===== config.mk =====
export PLATFORM = sky130hd
export DESIGN_NAME = lru_replacement_ctrl_flat
export DESIGN_NICKNAME = d
export VERILOG_FILES = /design/src/rtl/cache_repl_pkg.sv /design/src/rtl/lru_replacement_ctrl_if.sv /design/src/rtl/lru_victim_select.sv /design/src/rtl/lru_replacement_ctrl.sv /design/src/flat_wrapper.sv
export SDC_FILE = /design/constraint.sdc
export NUM_CORES = 1
export LEC_CHECK = 0
export BUFFER_PORTS_ARGS = -buffer_cell sky130_fd_sc_hd__buf_4
export CORE_ASPECT_RATIO = 1.25
export CORE_UTILIZATION = 30
export CTS_CLUSTER_DIAMETER = 30
export DETAILED_ROUTE_END_ITERATION = 16
export PLACE_DENSITY = 0.52
export SLEW_MARGIN = 20
export SYNTH_ARGS = -nofsm -noshare
export SYNTH_HDL_FRONTEND = slang
export SYNTH_HIERARCHICAL = 1
export SYNTH_SLANG_ARGS = --single-unit

===== constraint.sdc =====
create_clock -name clk -period 6.6 [get_ports clk]
set_input_delay 0.66 -clock clk [delete_from_list [all_inputs] [get_ports clk]]
set_output_delay 0.66 -clock clk [all_outputs]
set_load 0.05 [all_outputs]

===== src/rtl/cache_repl_pkg.sv =====
// rtl/cache_repl_pkg.sv - shared types and helpers for the set replacement controller
package cache_repl_pkg;

    localparam int AGE_WIDTH = 8;

    typedef logic [AGE_WIDTH-1:0] age_t;

    localparam age_t AGE_MAX = '1;

    typedef enum logic [2:0] {
        S_IDLE,
        S_LOOKUP,
        S_HIT,
        S_WRITEBACK,
        S_ALLOC,
        S_RESP
    } state_t;

    // Isolates the lowest set bit; callers truncate to their way count.
    function automatic logic [31:0] lowest_one(input logic [31:0] v);
        return v & (~v + 32'd1);
    endfunction

endpackage


===== src/rtl/lru_replacement_ctrl_if.sv =====
// rtl/lru_replacement_ctrl_if.sv - request/way/writeback bundle; multiHitErr exists only with LRU_MULTI_HIT_CHECK_EN
interface lru_replacement_ctrl_if #(
    parameter int NUM_WAYS      = 4,
    parameter int COUNTER_WIDTH = 8
);
    logic                              reqValid;
    logic                              reqReady;
    logic [NUM_WAYS-1:0]               wayHit;
    logic [NUM_WAYS-1:0]               wayValid;
    logic [NUM_WAYS-1:0]               wayDirty;
    logic [NUM_WAYS-1:0]               wayExpired;
    logic [NUM_WAYS*COUNTER_WIDTH-1:0] wayAge;
    logic                              accessed;
    logic [COUNTER_WIDTH-1:0]          accessedWayAge;
    logic [NUM_WAYS-1:0]               allocate;
    logic [NUM_WAYS-1:0]               victimWay;
    logic                              wbReq;
    logic                              wbAck;
    logic                              respValid;
    logic                              respHit;
`ifdef LRU_MULTI_HIT_CHECK_EN
    logic                              multiHitErr;
`endif

    modport master (
        input  reqValid, wayHit, wayValid, wayDirty, wayExpired, wayAge, wbAck,
        output reqReady, accessed, accessedWayAge, allocate, victimWay, wbReq,
               respValid, respHit
`ifdef LRU_MULTI_HIT_CHECK_EN
        , output multiHitErr
`endif
    );

    modport slave (
        output reqValid, wayHit, wayValid, wayDirty, wayExpired, wayAge, wbAck,
        input  reqReady, accessed, accessedWayAge, allocate, victimWay, wbReq,
               respValid, respHit
`ifdef LRU_MULTI_HIT_CHECK_EN
        , input multiHitErr
`endif
    );

endinterface


===== src/rtl/lru_victim_select.sv =====
// rtl/lru_victim_select.sv - combinational victim picker: invalid, then expired, then oldest way
module lru_victim_select
    import cache_repl_pkg::*;
#(
    parameter int NUM_WAYS      = 4,
    parameter int COUNTER_WIDTH = 8
) (
    input  logic [NUM_WAYS-1:0]               way_valid,
    input  logic [NUM_WAYS-1:0]               way_expired,
    input  logic [NUM_WAYS*COUNTER_WIDTH-1:0] way_age,
    output logic [NUM_WAYS-1:0]               victim,
    output logic [COUNTER_WIDTH-1:0]          victim_age
);

    logic [NUM_WAYS-1:0]      invalid_oh;
    logic [NUM_WAYS-1:0]      expired_oh;
    logic [NUM_WAYS-1:0]      oldest_oh;
    logic [COUNTER_WIDTH-1:0] oldest_age;

    assign invalid_oh = NUM_WAYS'(lowest_one(32'(~way_valid)));
    assign expired_oh = NUM_WAYS'(lowest_one(32'(way_expired)));

    // Strict greater-than keeps the lowest index on equal ages.
    always_comb begin
        oldest_oh    = '0;
        oldest_oh[0] = 1'b1;
        oldest_age   = way_age[COUNTER_WIDTH-1:0];
        for (int i = 1; i < NUM_WAYS; i++) begin
            if (way_age[i*COUNTER_WIDTH +: COUNTER_WIDTH] > oldest_age) begin
                oldest_age   = way_age[i*COUNTER_WIDTH +: COUNTER_WIDTH];
                oldest_oh    = '0;
                oldest_oh[i] = 1'b1;
            end
        end
    end

    always_comb begin
        if (|invalid_oh) begin
            victim = invalid_oh;
        end else if (|expired_oh) begin
            victim = expired_oh;
        end else begin
            victim = oldest_oh;
        end
    end

    always_comb begin
        victim_age = '0;
        for (int i = 0; i < NUM_WAYS; i++) begin
            if (victim[i]) begin
                victim_age = way_age[i*COUNTER_WIDTH +: COUNTER_WIDTH];
            end
        end
    end

endmodule


===== src/rtl/lru_replacement_ctrl.sv =====
// rtl/lru_replacement_ctrl.sv - per-set LRU replacement FSM: hit age update, victim writeback, allocate
// Optional sticky multi-hit flag enabled by LRU_MULTI_HIT_CHECK_EN.
module lru_replacement_ctrl
    import cache_repl_pkg::*;
#(
    parameter int COUNTER_WIDTH = 8,
    parameter int NUM_WAYS      = 4
) (
    input  logic                  clk,
    input  logic                  rst_n,
    lru_replacement_ctrl_if.master bus
);

    state_t                            state_q, state_d;
    logic [NUM_WAYS-1:0]               hit_q, hit_d;
    logic [NUM_WAYS-1:0]               valid_q, valid_d;
    logic [NUM_WAYS-1:0]               dirty_q, dirty_d;
    logic [NUM_WAYS-1:0]               expired_q, expired_d;
    logic [NUM_WAYS*COUNTER_WIDTH-1:0] age_q, age_d;
    logic [NUM_WAYS-1:0]               victim_q, victim_d;
    logic [COUNTER_WIDTH-1:0]          victim_age_q, victim_age_d;
    logic                              victim_valid_q, victim_valid_d;

    logic [NUM_WAYS-1:0]               sel_victim;
    logic [COUNTER_WIDTH-1:0]          sel_age;
    logic [NUM_WAYS-1:0]               hit_oh;
    logic [COUNTER_WIDTH-1:0]          hit_age;
    logic                              multi_hit;

    lru_victim_select #(
        .NUM_WAYS      (NUM_WAYS),
        .COUNTER_WIDTH (COUNTER_WIDTH)
    ) u_victim_select (
        .way_valid   (valid_q),
        .way_expired (expired_q),
        .way_age     (age_q),
        .victim      (sel_victim),
        .victim_age  (sel_age)
    );

    assign hit_oh    = NUM_WAYS'(lowest_one(32'(hit_q)));
    assign multi_hit = (hit_q & (hit_q - NUM_WAYS'(1))) != '0;

    always_comb begin
        hit_age = '0;
        for (int i = 0; i < NUM_WAYS; i++) begin
            if (hit_oh[i]) begin
                hit_age = age_q[i*COUNTER_WIDTH +: COUNTER_WIDTH];
            end
        end
    end

    always_comb begin
        state_d        = state_q;
        hit_d          = hit_q;
        valid_d        = valid_q;
        dirty_d        = dirty_q;
        expired_d      = expired_q;
        age_d          = age_q;
        victim_d       = victim_q;
        victim_age_d   = victim_age_q;
        victim_valid_d = victim_valid_q;
        case (state_q)
            S_IDLE: begin
                if (bus.reqValid) begin
                    hit_d     = bus.wayHit;
                    valid_d   = bus.wayValid;
                    dirty_d   = bus.wayDirty;
                    expired_d = bus.wayExpired;
                    age_d     = bus.wayAge;
                    state_d   = S_LOOKUP;
                end
            end
            S_LOOKUP: begin
                if (|hit_q) begin
                    victim_d = '0;
                    state_d  = S_HIT;
                end else begin
                    victim_d       = sel_victim;
                    victim_age_d   = sel_age;
                    victim_valid_d = |(sel_victim & valid_q);
                    state_d        = (|(sel_victim & valid_q & dirty_q)) ? S_WRITEBACK : S_ALLOC;
                end
            end
            S_HIT: begin
                state_d = S_IDLE;
            end
            S_WRITEBACK: begin
                if (bus.wbAck) begin
                    state_d = S_ALLOC;
                end
            end
            S_ALLOC: begin
                state_d = S_RESP;
            end
            S_RESP: begin
                victim_d = '0;
                state_d  = S_IDLE;
            end
            default: begin
                state_d = S_IDLE;
            end
        endcase
    end

    always_ff @(posedge clk or negedge rst_n) begin
        if (!rst_n) begin
            state_q        <= S_IDLE;
            hit_q          <= '0;
            valid_q        <= '0;
            dirty_q        <= '0;
            expired_q      <= '0;
            age_q          <= '0;
            victim_q       <= '0;
            victim_age_q   <= '0;
            victim_valid_q <= 1'b0;
        end else begin
            state_q        <= state_d;
            hit_q          <= hit_d;
            valid_q        <= valid_d;
            dirty_q        <= dirty_d;
            expired_q      <= expired_d;
            age_q          <= age_d;
            victim_q       <= victim_d;
            victim_age_q   <= victim_age_d;
            victim_valid_q <= victim_valid_d;
        end
    end

    // An invalid victim had no age of its own, so every way ages.
    always_comb begin
        bus.accessedWayAge = '0;
        if (state_q == S_HIT) begin
            bus.accessedWayAge = hit_age;
        end else if (state_q == S_ALLOC) begin
            bus.accessedWayAge = victim_valid_q ? victim_age_q : {COUNTER_WIDTH{1'b1}};
        end
    end

    assign bus.reqReady  = (state_q == S_IDLE);
    assign bus.accessed  = (state_q == S_HIT) || (state_q == S_ALLOC);
    assign bus.allocate  = (state_q == S_ALLOC) ? victim_q : '0;
    assign bus.victimWay = victim_q;
    assign bus.wbReq     = (state_q == S_WRITEBACK);
    assign bus.respValid = (state_q == S_HIT) || (state_q == S_RESP);
    assign bus.respHit   = (state_q == S_HIT);

`ifdef LRU_MULTI_HIT_CHECK_EN
    logic multi_hit_err_q, multi_hit_err_d;

    always_comb begin
        multi_hit_err_d = multi_hit_err_q;
        if (state_q == S_LOOKUP && multi_hit) begin
            multi_hit_err_d = 1'b1;
        end
    end

    always_ff @(posedge clk or negedge rst_n) begin
        if (!rst_n) begin
            multi_hit_err_q <= 1'b0;
        end else begin
            multi_hit_err_q <= multi_hit_err_d;
        end
    end

    assign bus.multiHitErr = multi_hit_err_q || (state_q == S_LOOKUP && multi_hit);
`else
    logic unused_multi_hit;
    assign unused_multi_hit = multi_hit;
`endif

endmodule


===== src/flat_wrapper.sv =====
// flat-port wrapper written by rule: the top's interface ports become plain ports
module lru_replacement_ctrl_flat import cache_repl_pkg::*;
#(
    parameter int COUNTER_WIDTH = 8,
    parameter int NUM_WAYS      = 4
)
  (clk, rst_n, bus_reqValid, bus_wayHit, bus_wayValid, bus_wayDirty, bus_wayExpired, bus_wayAge, bus_wbAck, bus_reqReady, bus_accessed, bus_accessedWayAge, bus_allocate, bus_victimWay, bus_wbReq, bus_respValid, bus_respHit);
  lru_replacement_ctrl_if #(.NUM_WAYS(NUM_WAYS), .COUNTER_WIDTH(COUNTER_WIDTH)) bus_i ();
  input  logic clk;
  input  logic rst_n;
  input wire logic [$bits(bus_i.reqValid)-1:0] bus_reqValid;
  input wire logic [$bits(bus_i.wayHit)-1:0] bus_wayHit;
  input wire logic [$bits(bus_i.wayValid)-1:0] bus_wayValid;
  input wire logic [$bits(bus_i.wayDirty)-1:0] bus_wayDirty;
  input wire logic [$bits(bus_i.wayExpired)-1:0] bus_wayExpired;
  input wire logic [$bits(bus_i.wayAge)-1:0] bus_wayAge;
  input wire logic [$bits(bus_i.wbAck)-1:0] bus_wbAck;
  output wire logic [$bits(bus_i.reqReady)-1:0] bus_reqReady;
  output wire logic [$bits(bus_i.accessed)-1:0] bus_accessed;
  output wire logic [$bits(bus_i.accessedWayAge)-1:0] bus_accessedWayAge;
  output wire logic [$bits(bus_i.allocate)-1:0] bus_allocate;
  output wire logic [$bits(bus_i.victimWay)-1:0] bus_victimWay;
  output wire logic [$bits(bus_i.wbReq)-1:0] bus_wbReq;
  output wire logic [$bits(bus_i.respValid)-1:0] bus_respValid;
  output wire logic [$bits(bus_i.respHit)-1:0] bus_respHit;
  assign bus_i.reqValid = bus_reqValid;
  assign bus_i.wayHit = bus_wayHit;
  assign bus_i.wayValid = bus_wayValid;
  assign bus_i.wayDirty = bus_wayDirty;
  assign bus_i.wayExpired = bus_wayExpired;
  assign bus_i.wayAge = bus_wayAge;
  assign bus_i.wbAck = bus_wbAck;
  assign bus_reqReady = bus_i.reqReady;
  assign bus_accessed = bus_i.accessed;
  assign bus_accessedWayAge = bus_i.accessedWayAge;
  assign bus_allocate = bus_i.allocate;
  assign bus_victimWay = bus_i.victimWay;
  assign bus_wbReq = bus_i.wbReq;
  assign bus_respValid = bus_i.respValid;
  assign bus_respHit = bus_i.respHit;
  lru_replacement_ctrl #(.COUNTER_WIDTH(COUNTER_WIDTH), .NUM_WAYS(NUM_WAYS)) u_core (.clk(clk), .rst_n(rst_n), .bus(bus_i));
endmodule

==> flow_results.org <==
** Timing
- Fin. Hold Viols :: 0
- Slew HR :: 0.309
- For the pin with the worst max-slew slack, the measured transition is ~1000 ps.
- Post-route fraction of the period consumed by the critical path :: 0.848
- Setup TNS :: 0 ps
- Period minus WS final :: roughly 5600 ps
- Timing would allow up to between 0.15 and 0.2 GHz.
- Setup repair after global routing left no endpoint under its margin.
- Setup violations remaining at the end of the flow were counted as 0.
- The number of slew-limit violations in the final report was 0.
- Final worst clock skew :: between 5 and 6 ps

** Logic synthesis
- Fraction of registers with async set/reset :: 1.00
- Netlist cell types :: 54
- Of the synthesized area, sequential elements account for 0.380.
- Total standard cell area after synthesis :: about 4200 um2
- Net count of the mapped netlist :: about 490
- Yosys mapped a number of flops with a built-in enable equal to 0.
- Synth area leader :: sky130_fd_sc_hd__dfrtp_1
- Share of Yosys cell area claimed by the top area cell type :: 0.380
- Synthesis-stage register bit count :: 64
- Most frequent cell after synthesis :: sky130_fd_sc_hd__dfrtp_1
- Avg Cell Area, Syn :: ~10 um2
- Ranked by instance count, the synthesized netlist is headed by sky130_fd_sc_hd__dfrtp_1 (64), sky130_fd_sc_hd__mux2_2 (58), sky130_fd_sc_hd__o21ai_0 (26).
- During synthesis, Yosys emitted a total of 6 warnings.
- Post-synthesis instance total :: between 400 and 500
- Top area cells in the synthesized netlist :: sky130_fd_sc_hd__dfrtp_1 (38%), sky130_fd_sc_hd__mux2_2 (15%), sky130_fd_sc_hd__ha_1 (7.1%)
- For this run, the leading register cell type out of synthesis is sky130_fd_sc_hd__dfrtp_1.

** Clock tree
- Clock tree buffer depth :: 2
- PostCTS Resize Cnt :: 0
- Number of clock sinks :: 64
- Clk pin slew, worst setup/hold paths :: approximately 60 ps
- Total of hold buffers inserted after clock tree synthesis :: 0
- For the worst-skew pair, the clock arrives at the later sink with an insertion delay of around 340 ps.
- In this run the clock root is driven by a sky130_fd_sc_hd__clkbuf_16.
- Counting the buffers created by CTS gives 9.
- Post-CTS repair timing setup buffer count :: 0
- Clock tree from TritonCTS :: yes
- H-tree lvl count :: 3

** Layout
- Diode count :: 0
- Compared with the post-synthesis result, the final layout area differs by 24.8%.
- Fill count :: 1360
- Once layout is complete, the utilization of the core stands at 0.383.
- Fraction of final layout cells sized beyond drive strength 1 :: 0.351
- Total number of nets in the final design :: 555

** Global routing
- Global-route usage over all layers :: 0.183
- After global routing the overflow that remains totals 0.
- The number of antenna violations at the first check in global routing is 0.
- The first global-routing pass estimated 19.8 mm of wire.
- Number of global-route vias before repair :: between 3000 and 4000
- Entering global routing, the biggest net connects 65 pins.

** Setup path
- Largest fanout on the critical path :: 15
- Worst Path Class, Setup :: reg -> reg
- Number of cells on the critical path :: 23
- The worst setup path is captured at a flop.
- For the worst setup path, the data required time is 6830 ps.
- Cell with the largest stage delay on the worst path :: sky130_fd_sc_hd__dfrtp_1
- Total buffers and inverters traversed by the critical path :: 3
- Slowest stage delay, CP :: about 500 ps
- At the worst endpoint, the arrival time is ~5800 ps.
- STA classifies the critical path startpoint as a flop.
- Traced cell by cell, the critical path runs through inv_1 > ha_1 > nor2b_1 > o211ai_1 > a21oi_2 > o21ai_4 > mux2i_1 > ha_1 > nand4_1 > nor2b_1 > a21boi_1 > buf_4 > o21ai_0 > ha_1 > nor2b_1 > o211ai_1 > a21o_1 > a31oi_4 > a41oi_2 > inv_2 > a211oi_1 > a31oi_1 > mux2_2.
- The kind of cell with the highest combined delay along the critical path is compound AO/OA/AOI/OAI gates.
- Number of cells traversed by the worst register-to-register path :: 23

** Route
- Vias :: approximately 3600
- WL per Instance :: approximately 19 um
- For this run, design rule violations remaining after detail routing come to 0.
- The first TritonRoute pass finished after 5 iterations.
- DRT antenna net count :: 0
- The detailed router finished its first iteration with 222 violations.
- Using the TritonRoute via totals, the vias-per-cell ratio works out to ~5.5.
- Routed WL :: 12.5 mm

** Placement
- Input and output buffers added on the ports amount to 72.
- Placer Congestion :: between 0.9 and 1
- Detailed placement ended at an HPWL of between 9 and 10 mm.

** Run
- MaxCap Viol Count :: 0

** Worst hold path
- Hold/Removal Path Class :: in -> async

** Floorplan
- The initial utilization of the core area, before any placement, comes to 0.307.
- The floorplan step defined a die boundary enclosing ~15000 um2.
- Num rows :: 48
- In this run the vertical extent of the chip is 135 um.
- The total area inside the core boundary comes to around 14000 um2.
- Number of I/O pins :: 73
- Measured along the x axis, the die boundary spans ~110 um.

** Outcome
- Result of the run :: finished, final reports clean
==> metal layers <==
layer  GRT usage  up-vias  share of wire
li1            -     1701              -
met1       0.235     1795           0.44
met2       0.295      125           0.48
met3      0.0367       18          0.051
met4      0.0791        0          0.027
met5           0        -              0
==> worst reg2reg max path, cell delays in order, from the launching register on <==
cell and delay, ps:
sky130_fd_sc_hd__dfrtp_1 490, sky130_fd_sc_hd__inv_1 100, sky130_fd_sc_hd__ha_1 310, sky130_fd_sc_hd__nor2b_1 130, sky130_fd_sc_hd__o211ai_1 200, sky130_fd_sc_hd__a21oi_2 110
sky130_fd_sc_hd__o21ai_4 340, sky130_fd_sc_hd__mux2i_1 360, sky130_fd_sc_hd__ha_1 320, sky130_fd_sc_hd__nand4_1 120, sky130_fd_sc_hd__nor2b_1 200, sky130_fd_sc_hd__a21boi_1 90
sky130_fd_sc_hd__buf_4 190, sky130_fd_sc_hd__o21ai_0 270, sky130_fd_sc_hd__ha_1 310, sky130_fd_sc_hd__nor2b_1 140, sky130_fd_sc_hd__o211ai_1 150, sky130_fd_sc_hd__a21o_1 180
sky130_fd_sc_hd__a31oi_4 150, sky130_fd_sc_hd__a41oi_2 400, sky130_fd_sc_hd__inv_2 210, sky130_fd_sc_hd__a211oi_1 330, sky130_fd_sc_hd__a31oi_1 140, sky130_fd_sc_hd__mux2_2 270
==> layout by cell type, fill, tap and decap left out, drive strengths merged, types with 4 or more instances in the layout <==
master	n
mux2	58
inv	18
o311ai	8
a21oi	18
o21ai	27
dfrtp	64
nand4	15
nand2	24
ha	24
nand3	21
and2	8
a221oi	9
nor2b	16
a221o	6
a31oi	11
clkbuf	9
nor2	10
nand2b	4
nor3	5
buf	77
mux2i	7
a211oi	7
==> through the flow <==
stage	std cells	setup WS [ps]	hold slack (ps)	cell area [um2]
after floorplan	409	1530	364	4220
after global placement	643	1150	487	4920
after detailed placement	643	1090	495	4920
after CTS	659	1060	461	5270
after global routing	659	658	495	5270
final	659	1000	404	5270
==> path summary, 6_finish.rpt <==
kind / end / slack [ps] / from
max reg2reg: u_core/victim_age_q[6]$_DFFE_PN0P_ / 1000 / u_core/age_q[1]$_DFFE_PN0P_
max: u_core/victim_age_q[6]$_DFFE_PN0P_ / 1000 / u_core/age_q[1]$_DFFE_PN0P_
max in group asynchronous: u_core/age_q[8]$_DFFE_PN0P_ / 5630 / rst_n
min: u_core/age_q[16]$_DFFE_PN0P_ / 400 / rst_n
min in group clk: u_core/bus.victimWay[3]$_DFFE_PN0P_ / 500 / u_core/bus.victimWay[3]$_DFFE_PN0P_
min reg2reg: u_core/bus.victimWay[3]$_DFFE_PN0P_ / 500 / u_core/bus.victimWay[3]$_DFFE_PN0P_
==> state kept, by name (all words and copies together) (netlist names) <==
| register | flops |
|---|---|
| u_core/victim_age_q | 8 |
| u_core/valid_q | 4 |
| u_core/age_q | 32 |
| u_core/dirty_q | 4 |
| u_core/expired_q | 4 |
| u_core/victim_valid_q | 1 |
| u_core/bus.victimWay | 4 |
| u_core/hit_q | 4 |
| u_core/state_q | 3 |
==> cells by family (layout without fill, tap and decap cells) <==
group | count (synthesis) | in the layout | share of synthesized area
AOI/OAI and AO/OA | 102 | 102 | 0.175
adders and majority gates | 24 | 24 | 0.0712
buffers and inverters | 36 | 111 | 0.0392
DFF | 64 | 64 | 0.380
muxes | 65 | 65 | 0.171
and+or+nand+nor | 118 | 118 | 0.163
==> layout make-up <==
cell class,instances,area [um2],area share
Clock inverter,7,120,0.0228
Inverter,18,67.6,0.0128
Clock buffer,9,225,0.0428
Multi-Input combinational cell,309,2450,0.466
Timing Repair Buffer,77,578,0.110
Tap cell,175,219,0.0416
Sequential cell,64,1600,0.304
Power is left out: the tool's default activity adds up to more than one toggle a clock period on the data nets, which glitch-free logic cannot reach.
